## src/rtl/store_buffer.sv

```systemverilog
// store_buffer: posted-write buffer between the core's M stage and a slow
// data memory. Stores are queued in a small circular FIFO and drained over a
// req/ack bus; loads forward from the youngest matching queued store or, on a
// miss, issue a read and stall the core until the data returns.

module store_buffer #(
  parameter int DEPTH = 4,
  parameter int AW    = 32,
  parameter int DW    = 32
) (
  input  logic          clk,
  input  logic          reset,
  input  logic          MemWriteM,
  input  logic          MemReadM,
  input  logic [AW-1:0] ALUResultM,
  input  logic [DW-1:0] WriteDataM,
  output logic [DW-1:0] ReadDataM,
  output logic          StallMem,
  output logic          MemReq,
  output logic          MemWe,
  output logic [AW-1:0] MemAddr,
  output logic [DW-1:0] MemWData,
  input  logic          MemAck,
  input  logic [DW-1:0] MemRData,
  output logic          Empty
);

  localparam int PW = $clog2(DEPTH);
  localparam int CW = PW + 1;

  typedef enum logic [1:0] {
    IDLE = 2'd0,
    WR   = 2'd1,
    RD   = 2'd2
  } state_t;

  logic [AW-1:0] entryAddr_q [DEPTH];
  logic [DW-1:0] entryData_q [DEPTH];

  logic [PW-1:0] head_q, head_d;
  logic [PW-1:0] tail_q, tail_d;
  logic [CW-1:0] count_q, count_d;
  state_t        state_q;

  logic          memReq_q;
  logic          memWe_q;
  logic [AW-1:0] memAddr_q;
  logic [DW-1:0] memWData_q;
  logic [DW-1:0] readData_q;
  logic          loaded_q;

  logic          full;
  logic          push;
  logic          pop;
  logic          fwdHit;
  logic [DW-1:0] fwdData;
  logic          loadMiss;
  logic [PW-1:0] slotIdx [DEPTH];

  // slotIdx[k] is the FIFO slot k positions younger than head, so slot 0 is
  // the oldest entry and slot count-1 the youngest.
  for (genvar g = 0; g < DEPTH; g++) begin : gen_slot
    assign slotIdx[g] = head_q + PW'(g);
  end

  assign full     = (count_q == CW'(DEPTH));
  assign push     = MemWriteM && !full;
  assign pop      = (state_q == WR) && MemAck;
  assign loadMiss = MemReadM && !MemWriteM && !loaded_q && !fwdHit;

  assign MemReq   = memReq_q;
  assign MemWe    = memWe_q;
  assign MemAddr  = memAddr_q;
  assign MemWData = memWData_q;
  assign Empty    = (count_q == '0) && (state_q != WR);

  // Search valid entries oldest to youngest so the youngest word match wins.
  always_comb begin
    fwdHit  = 1'b0;
    fwdData = '0;
    for (int i = 0; i < DEPTH; i++) begin
      if ((CW'(i) < count_q) &&
          (entryAddr_q[slotIdx[i]][AW-1:2] == ALUResultM[AW-1:2])) begin
        fwdHit  = 1'b1;
        fwdData = entryData_q[slotIdx[i]];
      end
    end
  end

  // Stall and load-data selection; a store wins over a simultaneous load.
  always_comb begin
    StallMem  = 1'b0;
    ReadDataM = readData_q;
    if (MemWriteM) begin
      StallMem = full;
    end else if (MemReadM && !loaded_q) begin
      if (fwdHit) begin
        ReadDataM = fwdData;
      end else begin
        StallMem = 1'b1;
      end
    end
    if (!reset) begin
      StallMem = 1'b0;
    end
  end

  // Pointer and occupancy bookkeeping; a freed slot is only visible next cycle.
  always_comb begin
    head_d  = head_q + PW'(pop);
    tail_d  = tail_q + PW'(push);
    count_d = count_q + CW'(push) - CW'(pop);
  end

  // Entry storage needs no reset since validity is tracked by count.
  always_ff @(posedge clk) begin
    if (push) begin
      entryAddr_q[tail_q] <= ALUResultM;
      entryData_q[tail_q] <= WriteDataM;
    end
  end

  // Memory-side FSM with registered bus outputs and load completion flag.
  always_ff @(posedge clk or negedge reset) begin
    if (!reset) begin
      head_q     <= '0;
      tail_q     <= '0;
      count_q    <= '0;
      state_q    <= IDLE;
      memReq_q   <= 1'b0;
      memWe_q    <= 1'b0;
      memAddr_q  <= '0;
      memWData_q <= '0;
      readData_q <= '0;
      loaded_q   <= 1'b0;
    end else begin
      head_q  <= head_d;
      tail_q  <= tail_d;
      count_q <= count_d;
      if (loaded_q) begin
        loaded_q <= 1'b0;
      end
      case (state_q)
        IDLE: begin
          if (loadMiss) begin
            memReq_q  <= 1'b1;
            memWe_q   <= 1'b0;
            memAddr_q <= ALUResultM;
            state_q   <= RD;
          end else if (count_q != '0) begin
            memReq_q   <= 1'b1;
            memWe_q    <= 1'b1;
            memAddr_q  <= entryAddr_q[head_q];
            memWData_q <= entryData_q[head_q];
            state_q    <= WR;
          end
        end
        WR: begin
          if (MemAck) begin
            memReq_q <= 1'b0;
            state_q  <= IDLE;
          end
        end
        RD: begin
          if (MemAck) begin
            readData_q <= MemRData;
            loaded_q   <= 1'b1;
            memReq_q   <= 1'b0;
            state_q    <= IDLE;
          end
        end
        default: begin
          state_q <= IDLE;
        end
      endcase
    end
  end

endmodule

```

## config.mk

```make
export PLATFORM = sky130hd
export DESIGN_NAME = store_buffer
export DESIGN_NICKNAME = d
export VERILOG_FILES = /design/src/rtl/store_buffer.sv
export SDC_FILE = /design/constraint.sdc
export NUM_CORES = 1
export LEC_CHECK = 0
export BUFFER_PORTS_ARGS = -buffer_cell sky130_fd_sc_hd__buf_2
export CAP_MARGIN = 15
export CORE_MARGIN = 5
export CORE_UTILIZATION = 37
export CTS_CLUSTER_SIZE = 12
export DETAILED_ROUTE_END_ITERATION = 6
export PLACE_DENSITY = 0.52
export SLEW_MARGIN = 0
export SYNTH_ARGS = -nofsm -noshare
export SYNTH_HDL_FRONTEND = slang
export SYNTH_SLANG_ARGS = --single-unit
```

## constraint.sdc

```tcl
create_clock -name clk -period 7 [get_ports clk]
set_clock_uncertainty 0.15 [all_clocks]
set_input_delay 0.35 -clock clk [delete_from_list [all_inputs] [get_ports clk]]
set_output_delay 0.35 -clock clk [all_outputs]
set_load 0.05 [all_outputs]
```

==> results of run 1 <==
==> state kept, by name, summed over array words and instances, names as in the netlist <==
name / cells
entryData_q: 128
state_q: 2
head_q: 2
loaded_q: 1
entryAddr_q: 128
readData_q: 32
MemAddr: 32
count_q: 3
MemWData: 32
tail_q: 2
MemReq: 1
MemWe: 1
==> kinds of logic (layout without fill, tap and decap cells) <==
group,Yosys count,in the layout,synth area share (%)
AOI/OAI and AO/OA,273,273,10.14
xor gates and xnor gates,119,119,5.005
adders and majority gates,11,11,0.6970
buffers and inverters,240,530,5.335
DFF,364,364,49.89
muxes,390,390,21.40
other,0,3,0
and+or+nand+nor,335,335,7.528
==> metrics by stage <==
stage	power [mW]	setup WS [ps]
2_1_floorplan	7.773	1307
3_3_place_gp	9.262	893.1
3_5_place_dp	9.307	884.8
4_1_cts	11.67	226.9
5_1_grt	12.22	238.9
6_report	11.62	409.2
==> layout by cell type, fill, tap and decap left out, drive strengths merged, types with 20 or more instances in the layout <==
| master | n |
|---|---|
| a21boi | 31 |
| a21oi | 40 |
| a221oi | 33 |
| a222oi | 30 |
| buf | 239 |
| clkbuf | 62 |
| dfrtp | 108 |
| dlygate4sd3 | 91 |
| edfxtp | 256 |
| inv | 120 |
| mux2 | 106 |
| mux2i | 252 |
| mux4 | 32 |
| nand2 | 196 |
| nor2 | 24 |
| o211ai | 31 |
| o21ai | 20 |
| o41ai | 30 |
| or2 | 30 |
| xnor2 | 115 |
==> layout make-up <==
class / count / share of cell area, %
Timing Repair Buffer: 330 / 9.087
Antenna cell: 3 / 0.03016
Sequential cell: 364 / 41.77
Multi-Input combinational cell: 1128 / 37.73
Inverter: 117 / 1.774
Clock inverter: 21 / 0.6735
Tap cell: 756 / 3.800
Clock buffer: 62 / 5.141
==> routing by layer <==
metal / vias to the layer above / wire length (um) / track usage, %
met5: - / 0 / 0
met4: 0 / 1758 / 6.250
met3: 119 / 4447 / 3.956
met2: 585 / 32000 / 35.79
met1: 7642 / 27540 / 27.33
li1: 7011 / - / -
==> final timing paths <==
kind / from / endpoint / slack [ps]
max: head_q[0]$_DFF_PN0_ / ReadDataM[3] / 410
min: ALUResultM[3] / entryAddr_q[2][3]$_DFFE_PP_ / 30
max reg2reg: head_q[1]$_DFF_PN0_ / MemAddr[4]$_DFFE_PN0P_ / 1450
min reg2reg: readData_q[2]$_DFFE_PN0P_ / readData_q[2]$_DFFE_PN0P_ / 360
max in group asynchronous: reset / MemWData[27]$_DFFE_PN0P_ / 5650
min in group asynchronous: reset / MemAddr[30]$_DFFE_PN0P_ / 430
==> power groups by stage <==
stage / Combinational, mW / Sequential (mW) / Clock [mW]
2_1_floorplan: 3.84 / 3.93 / 0
3_3_place_gp: 5.81 / 3.45 / 0
3_5_place_dp: 5.84 / 3.46 / 0
4_1_cts: 5.91 / 3.43 / 2.34
5_1_grt: 6.32 / 3.47 / 2.43
6_report: 5.93 / 3.40 / 2.28
==> worst max-delay path: stages (launching register included) <==
cell and delay, ps:
dfrtp_4 730, buf_4 630, mux2_2 430, xnor2_1 370, nand4_1 150, nor4_1 750
nand2_1 370, o31ai_4 700, buf_4 290, a221oi_1 90, o41ai_1 600, buf_2 370
==> what timing repair did <==
action,in CTS,in global routing
hold buffers,91,0
endpoints found under the setup margin,0,3
resized for setup,0,0
hold endpoints to repair,271,0
setup buffers,0,1
==> qor.txt, run 1 <==
=================================================================================
Outcome                                                              finished, violations left
Violations in the final reports                                               DRC
Starting DRT DRC Count                                                       1442
Number of distinct library cells after synthesis                               78
Final-report max-slew violation count                                           0
Number of optimization iterations in the first detailed-route pass              7
CTS tree                                                                      yes
Layout fillers                                                               5221
Top flip-flop cell by instance count after synthesis                     edfxtp_1
Number of nets in the finished design                                        2098
Worst hold slack                                                         34.49 ps
Register area                                                          10400 um^2
Width of the die                                                         247.2 um
Number of antenna violations at the first check in global routing               2
Count leader, synth                                                      edfxtp_1
Area of the multi-input gates                                           9393 um^2
Die outline area                                                       61130 um^2
Flip-flop and latch count after synthesis                                     364
Proportion of power drawn by flip-flops and latches                         29.3%
Starting utilization of the core area                                      37.15%
Detailed-route wire length per cell                                      23.64 um
Total power density per cell area                                    466.6 nW/um^2
Floorplan die height                                                     247.2 um
Cell types occupying the most area after synthesis                   edfxtp_1 (37%), dfrtp_1 (13%), mux2i_1 (12%)
Layout cells sized above 1                                                 24.73%
Final routed DRC violation total                                                4
Detail-routed via count per cell                                            5.522
Ports placed on the boundary                                                  201
Worst min-delay path class                                           primary input to flip-flop
Slew @ Worst Pin                                                          1128 ps
Share of async-settable or async-resettable flops after synthesis          29.67%
Area growth from synthesis to layout                                       19.54%
Cell Area, Placed                                                      22510 um^2
Comb power frac                                                             51.1%
Share of total power in the clock network                                   19.7%
Final cell area excluding filler cells                                 24900 um^2
Post-DP HPWL                                                             43640 um
CTS sink count                                                                364
Top cell type by total area after synthesis                              edfxtp_1
Endpoint arrival time on the critical path                                6090 ps
GP Congestion                                                              0.9329
Period utilization                                                         94.15%
Number of synthesis warnings                                                    0
Sw frac                                                                    44.44%
Depth of the worst register-to-register path                                   13
Total negative slack for setup checks                                        0 ps
Clock slew seen by the registers of the worst setup and hold paths          60 ps
Maximum frequency from static timing analysis                          0.1517 GHz
Area share of the largest cell type after synthesis                        36.91%
Skew-Pair Late Insertion Delay                                             580 ps
Number of standard cells after synthesis                                     1732
Final core utilization                                                     44.41%
Worst hold path cell count                                                      1
Clock root buffer                                                       clkbuf_16
Number of hold violations in the final report                                   0
Largest vdd supply drop                                               0.0002564 V
Total routing resource utilization after global routing                    21.00%
Data required, critical path                                              6500 ps
Number of H-tree branching levels                                               2
Time the final worst path needs with I/O delays and setup                 6591 ps
Detailed Route WL                                                        65740 um
Non-filler cells in the finished layout                                      2781
Clock Path Buffers                                                              3
Cell leakage power                                                       9.920 nW
Core Rows                                                                      87
Max cap viols                                                                   0
Per-instance average area after synthesis                              12.02 um^2
Count of flip-flops with a built-in enable after synthesis                    256
Final global-route overflow total                                               0
Setup-failing EPs final                                                         0
First-pass GRT wire length                                               97630 um
Internal power                                                           6.454 mW
Worst slew margin relative to its limit                                    24.82%
Core region area                                                       56060 um^2
Sequential cell area fraction in the yosys report                          49.89%
PortBufs                                                                      200
Maximum number of pins on one net before global-route repair                   74
Combined area of all synthesized cells                                 20820 um^2
Commonest cells in the netlist                                       edfxtp_1 (256), mux2i_1 (249), nand2_1 (196)
Net switching power figure                                               5.162 mW
Number of clock buffers inserted by TritonCTS                                  45
Path type of the worst setup path                                    flip-flop to output pin
Endpoint type of the worst setup path                                  output pin
Unrepaired setup endpoints after global routing                             false
Largest fanout on the critical path                                            51
Via count of the first global-routing pass                                  15570
Synthesized net count                                                        1844
Post-detailed-route count of antenna-violating nets                             0
Type of element launching the critical path                             flip-flop
# placed instances                                                           2603
Overall via count from detail_route                                         15360
=================================================================================
Power figures use the tool's default switching activity.
==> run 2, diff against run 1 <==
RECOVER_POWER = 25   (was default)
==> run 2 against run 1 <==
The flow still finishes with violations (DRC). Hold slack improved by 160 ps. Worst setup slack improved by 85 ps. Sequential power is essentially flat. Register-to-register slack got worse by 30 ps. Maximum frequency increased by 1.3%. Sequential share of layout area up 0.11 points. Count of clock-buffer cells in the layout unchanged. First-iteration DRC count up 1.2%. Critical path depth is the same. Core utilization decreased by 0.12 points. Design area is 0.27% lower. Combinational power is essentially flat.
==> qor.txt, run 2 (same netlist as run 1, synthesis figures left out) <==
=================================================================================
Top delay family on crit path                                        compound AO/OA/AOI/OAI gates
Clock Path Buffers                                                              3   unchanged
Violations in the final reports                                               DRC
Path type of the worst setup path                                    flip-flop to output pin
Buf+Inv Stages, Crit Path                                                       3   unchanged
Number of hold violations in the final report                                   0   unchanged
Slowest cell on crit path                                                 dfrtp_4
Overall power consumption                                                11.62 mW   about the same
PortBufs                                                                      200   unchanged
Largest fanout on the critical path                                            51   unchanged
Max cap viols                                                                   0   unchanged
Ports placed on the boundary                                                  201   unchanged
Floorplan die height                                                     247.2 um   unchanged
Highest-count cells in the layout ignoring fill and taps             edfxtp_1 (256), mux2i_1 (249), nand2_1 (195)
Final routed DRC violation total                                                4   unchanged
Number of optimization iterations in the first detailed-route pass              7   unchanged
Skew-Pair Late Insertion Delay                                             570 ps   about the same
Endpoint arrival time on the critical path                                6010 ps   -80 ps
GP Congestion                                                              0.9329   unchanged
Number of H-tree branching levels                                               2   unchanged
Cell leakage power                                                       9.776 nW   -1.4%
Clock root buffer                                                       clkbuf_16
First-pass GRT wire length                                               97630 um   unchanged
CTS sink count                                                                364   unchanged
Layout fillers                                                               5247   +0.50%
Overall via count from detail_route                                         15350   -0.046%
Type of element launching the critical path                             flip-flop
CTS tree                                                                      yes
Core Rows                                                                      87   unchanged
Endpoint type of the worst setup path                                  output pin
Number of antenna violations at the first check in global routing               2   unchanged
Detail-routed via count per cell                                            5.522   about the same
Most repeated library cell on the critical path                             buf_4
Layout cells sized above 1                                                 22.16%   -2.6 points
Number of nets in the finished design                                        2098   unchanged
Final-report max-slew violation count                                           0   unchanged
Total negative slack for setup checks                                        0 ps   unchanged
# placed instances                                                           2603   unchanged
Largest registers                                                    entryAddr_q x128, entryData_q x128
Core region area                                                       56060 um^2   unchanged
Outcome                                                              finished, violations left
Most common cell after layout, fill and taps aside                       edfxtp_1
Period utilization                                                         92.94%   -1.2 points
Setup-failing EPs final                                                         0   unchanged
Area growth from synthesis to layout                                       19.22%
Starting DRT DRC Count                                                       1459   +1.2%
Total routing resource utilization after global routing                    21.00%   unchanged
Worst slew margin relative to its limit                                    24.64%   -0.19 points
Maximum number of pins on one net before global-route repair                   74   unchanged
Maximum frequency from static timing analysis                          0.1537 GHz   +1.3%
Slew @ Worst Pin                                                          1130 ps   +2.822 ps
Data required, critical path                                              6500 ps   about the same
Detailed-route wire length per cell                                      23.71 um   +0.30%
List of cells traversed by the critical path                         buf_4 -> mux2_2 -> xnor2_1 -> nand4_1 -> nor4_1 -> nand2_1 -> o31ai_4 -> buf_4 -> a221oi_1 -> o41ai_1 -> buf_2
Die outline area                                                       61130 um^2   unchanged
Unrepaired setup endpoints after global routing                             false
Width of the die                                                         247.2 um   unchanged
Number of clock buffers inserted by TritonCTS                                  45   unchanged
Detailed Route WL                                                        65920 um   +0.26%
Final global-route overflow total                                               0   unchanged
Total power density per cell area                                    468.0 nW/um^2   +0.29%
Time the final worst path needs with I/O delays and setup                 6506 ps   -84.78 ps
Via count of the first global-routing pass                                  15570   unchanged
Starting utilization of the core area                                      37.15%   unchanged
Post-detailed-route count of antenna-violating nets                             0   unchanged
Clock slew seen by the registers of the worst setup and hold paths          60 ps   about the same
Largest vdd supply drop                                               0.0002563 V   about the same
Stage delay of the slowest cell on the critical path                       730 ps   -20 ps
Worst min-delay path class                                           primary input to flip-flop
Non-filler cells in the finished layout                                      2780   -0.036%
Post-DP HPWL                                                             43640 um   unchanged
=================================================================================
## run 2: per-stage QoR
step	setup WS [ps]	hold WS [ps]	util, %	instance area (um^2)
after floorplan	1307	-95.59	-	20830
after global placement	893.1	57.27	40.15	22510
after detailed placement	884.8	58.72	40.15	22510
after CTS	226.9	1.342	44.36	24870
after global routing	238.9	179.0	44.28	24830
final	494.0	199.4	44.29	24830
## run 2: area by class of cell
cell class	count	area, um^2	share of cell area (%)
diodes	2	5.005	0.02016
inverters	117	441.7	1.779
well taps	756	945.9	3.810
flip-flops and latches	364	10400	41.88
repair buffers	330	2197	8.849
clock inverters	21	167.7	0.6753
clock buffers	62	1280	5.155
multi-input cells	1128	9393	37.83
## run 2: repair_timing
action	in CTS	in global routing
buffers inserted	0	1
hold buffers	91	0
hold endpoints to repair	271	0
resized for setup	0	0
endpoints found under the setup margin	0	3
## run 2: report_power, final
group          internal (mW)  switching (mW)  total, mW
Clock                   1.35           0.933       2.29
Combinational           2.11            3.82       5.93
Sequential              2.98           0.418       3.40
Total                   6.45            5.17       11.6
## run 2: path summary, 6_finish.rpt
check / from / to / slack, ps / depth (start not counted)
worst max-delay path: head_q[0]$_DFF_PN0_ / ReadDataM[16] / 490 / 11
worst min-delay path: ALUResultM[3] / entryAddr_q[1][3]$_DFFE_PP_ / 200 / 1
worst max register to register: head_q[1]$_DFF_PN0_ / MemAddr[4]$_DFFE_PN0P_ / 1420 / 13
worst min register to register: readData_q[25]$_DFFE_PN0P_ / readData_q[25]$_DFFE_PN0P_ / 360 / 1
max in group asynchronous: reset / MemWData[27]$_DFFE_PN0P_ / 5650 / 3
min in group asynchronous: reset / MemAddr[14]$_DFFE_PN0P_ / 440 / 3
## run 2: routing by layer
metal | GRT usage, % | vias to the layer above | share of wire (%)
met2 | 35.79 | 607 | 49
li1 | - | 7002 | -
met1 | 27.33 | 7619 | 41
met5 | 0 | - | 0
met3 | 3.956 | 122 | 7.1
met4 | 6.250 | 0 | 2.8
==> run 3, diff against run 2 <==
CORE_UTILIZATION = 60   (was 37)
PLACE_DENSITY = default   (was 0.52)
PLACE_DENSITY_LB_ADDON = 0.15   (was default)
==> run 3 against run 2 <==
The flow now finishes without violations. Total power decreased by 3.3%. Hold slack got worse by 140 ps. First-iteration DRC count increased by 4.4%. Final cell count decreased by 12%. Non-clock buffer count decreased by 16. Sequential cell count unchanged. Global-route usage increased by 9.7 points. Wire length decreased by 8.4%. Core utilization increased by 26 points. Register-to-register slack got worse by 40 ps. Die area decreased by 37%. Critical path depth unchanged.
==> qor.txt, run 3 (same netlist as run 1, synthesis figures left out) <==
=================================================================================
Clock slew seen by the registers of the worst setup and hold paths          60 ps   about the same
Time the final worst path needs with I/O delays and setup                 6754 ps   +247.5 ps
Number of antenna violations at the first check in global routing               1   -1
PortBufs                                                                      200   unchanged
Area growth from synthesis to layout                                       15.54%
Unrepaired setup endpoints after global routing                             false
CTS tree                                                                      yes
Number of nets in the finished design                                        2077   -1.0%
Via count of the first global-routing pass                                  15730   +1.0%
Final routed DRC violation total                                                0   -4
Period utilization                                                         96.48%   +3.5 points
Skew-Pair Late Insertion Delay                                             540 ps   -30 ps
Type of element launching the critical path                             flip-flop
# Post-CTS Setup Buffers                                                        0   unchanged
Outcome                                                                 completed
Width of the die                                                         196.3 um   -21%
Detailed Route WL                                                        60380 um   -8.4%
Worst min-delay path class                                           primary input to flip-flop
Detailed-route wire length per cell                                      24.67 um   +4.0%
Data required, critical path                                              6500 ps   about the same
Total routing resource utilization after global routing                    30.66%   +9.7 points
Clock Path Buffers                                                              3   unchanged
Post-detailed-route count of antenna-violating nets                             0   unchanged
Post-DP HPWL                                                             39330 um   -9.9%
Area of the multi-input gates                                           9387 um^2   about the same
Largest registers                                                    entryAddr_q x128, entryData_q x128
Antenna diode count                                                             0   -2
Slew @ Worst Pin                                                          1096 ps   -34.16 ps
Die outline area                                                       38530 um^2   -37%
Cell leakage power                                                       9.584 nW   -2.0%
Starting utilization of the core area                                      60.59%   +23 points
Final cell area excluding filler cells                                 24060 um^2   -3.1%
Most common cell after layout, fill and taps aside                       edfxtp_1
Core Rows                                                                      68   -22%
Floorplan die height                                                     196.3 um   -21%
# placed instances                                                           2297   -12%
Worst slew margin relative to its limit                                    26.74%   +2.1 points
Cell Area, Placed                                                      22080 um^2   -1.9%
Non-filler cells in the finished layout                                      2448   -12%
Maximum number of pins on one net before global-route repair                   65   -12%
Final-report max-slew violation count                                           0   unchanged
Detail-routed via count per cell                                            6.372   +15%
Number of buffers inserted by hold repair at cts                               81   -11%
Endpoint type of the worst setup path                                  output pin
Layout fillers                                                               2549   -51%
Number of optimization iterations in the first detailed-route pass              6   -1
CTS sink count                                                                364   unchanged
Number of hold violations in the final report                                   0   unchanged
Overall via count from detail_route                                         15600   +1.6%
Largest fanout on the critical path                                            50   -2.0%
Setup-failing EPs final                                                         0   unchanged
Number of clock buffers inserted by TritonCTS                                  40   -11%
Post-cts gate resize count                                                      0   unchanged
Core region area                                                       34370 um^2   -39%
Final core utilization                                                     70.00%   +26 points
Highest-count cells in the layout ignoring fill and taps             edfxtp_1 (256), mux2i_1 (249), nand2_1 (196)
Number of H-tree branching levels                                               2   unchanged
Maximum frequency from static timing analysis                          0.1481 GHz   -3.7%
Ports placed on the boundary                                                  201   unchanged
GP Congestion                                                              0.9835   +5.4%
Register area                                                          10400 um^2   unchanged
Endpoint arrival time on the critical path                                6250 ps   +240 ps
Layout cells sized above 1                                                 21.32%   -0.83 points
Path type of the worst setup path                                    flip-flop to output pin
Final global-route overflow total                                               0   unchanged
Max cap viols                                                                   0   unchanged
Total power density per cell area                                    467.2 nW/um^2   -0.17%
Total negative slack for setup checks                                        0 ps   unchanged
First-pass GRT wire length                                               92270 um   -5.5%
Largest vdd supply drop                                               0.0005918 V   +130%
Starting DRT DRC Count                                                       1523   +4.4%
Clock root buffer                                                       clkbuf_16
=================================================================================
run 3: cell count changes in the layout (fill, tap and decap cells not counted), moves of 2 or more:
cell           before  now
clkinv_2           12    5
diode_2             2    0
clkbuf_8            9    7
dlygate4sd3_1      91   81
buf_2             145  149
buf_4              38   30
clkbuf_1           60   64
clkbuf_16          45   40
run 3: through the flow:
step / total power [mW] / hold slack (ps) / worst slack [ps]
after floorplan: 7.773 / -95.59 / 1307
after global placement: 9.040 / 27.13 / 905.9
after detailed placement: 9.141 / 28.37 / 975.9
after CTS: 11.20 / 6.991 / 366.6
after global routing: 11.78 / 39.24 / 0.5183
final: 11.24 / 56.04 / 246.4
run 3: power breakdown:
part / internal, mW / leakage, nW / switching (mW)
registers: 2.98 / 3.59 / 0.466
logic: 2.08 / 5.39 / 3.70
clock network: 1.17 / 0.607 / 0.850
total: 6.22 / 9.58 / 5.02
run 3: critical path: stages (launching register included):
cell and delay, ps:
dfrtp_4 800, buf_12 390, mux2i_1 580, xnor2_1 130, o31ai_1 490, nor4b_1 790, nand2_1 350, o31ai_4 670
buf_4 340, a221oi_1 110, o41ai_1 640, buf_2 380
run 3: worst paths after layout:
kind,startpoint,to,slack (ps),cells past startpoint
max in group asynchronous,reset,head_q[0]$_DFF_PN0_,5200,3
worst max register to register,head_q[0]$_DFF_PN0_,MemWData[12]$_DFFE_PN0P_,1380,12
min in group asynchronous,reset,MemAddr[21]$_DFFE_PN0P_,140,2
worst min-delay path,ALUResultM[2],entryAddr_q[0][2]$_DFFE_PP_,60,1
worst min register to register,MemWe$_DFFE_PN0P_,MemWe$_DFFE_PN0P_,350,2
worst max-delay path,head_q[1]$_DFF_PN0_,ReadDataM[24],250,11
run 3: layout make-up:
cell class                      instances  share of cell area [%]
Clock buffer                           60                   4.763
Timing Repair Buffer                  314                   8.450
Multi-Input combinational cell       1128                   39.01
Sequential cell                       364                   43.21
Inverter                              117                   1.836
Tap cell                              455                   2.366
Clock inverter                         10                  0.3640
run 3: per-layer routing:
layer  global-route usage (%)  wire length [um]
met1                    44.02             25310
met2                    48.43             27920
met3                    6.406              5824
met4                    7.629              1310
met5                        0                11
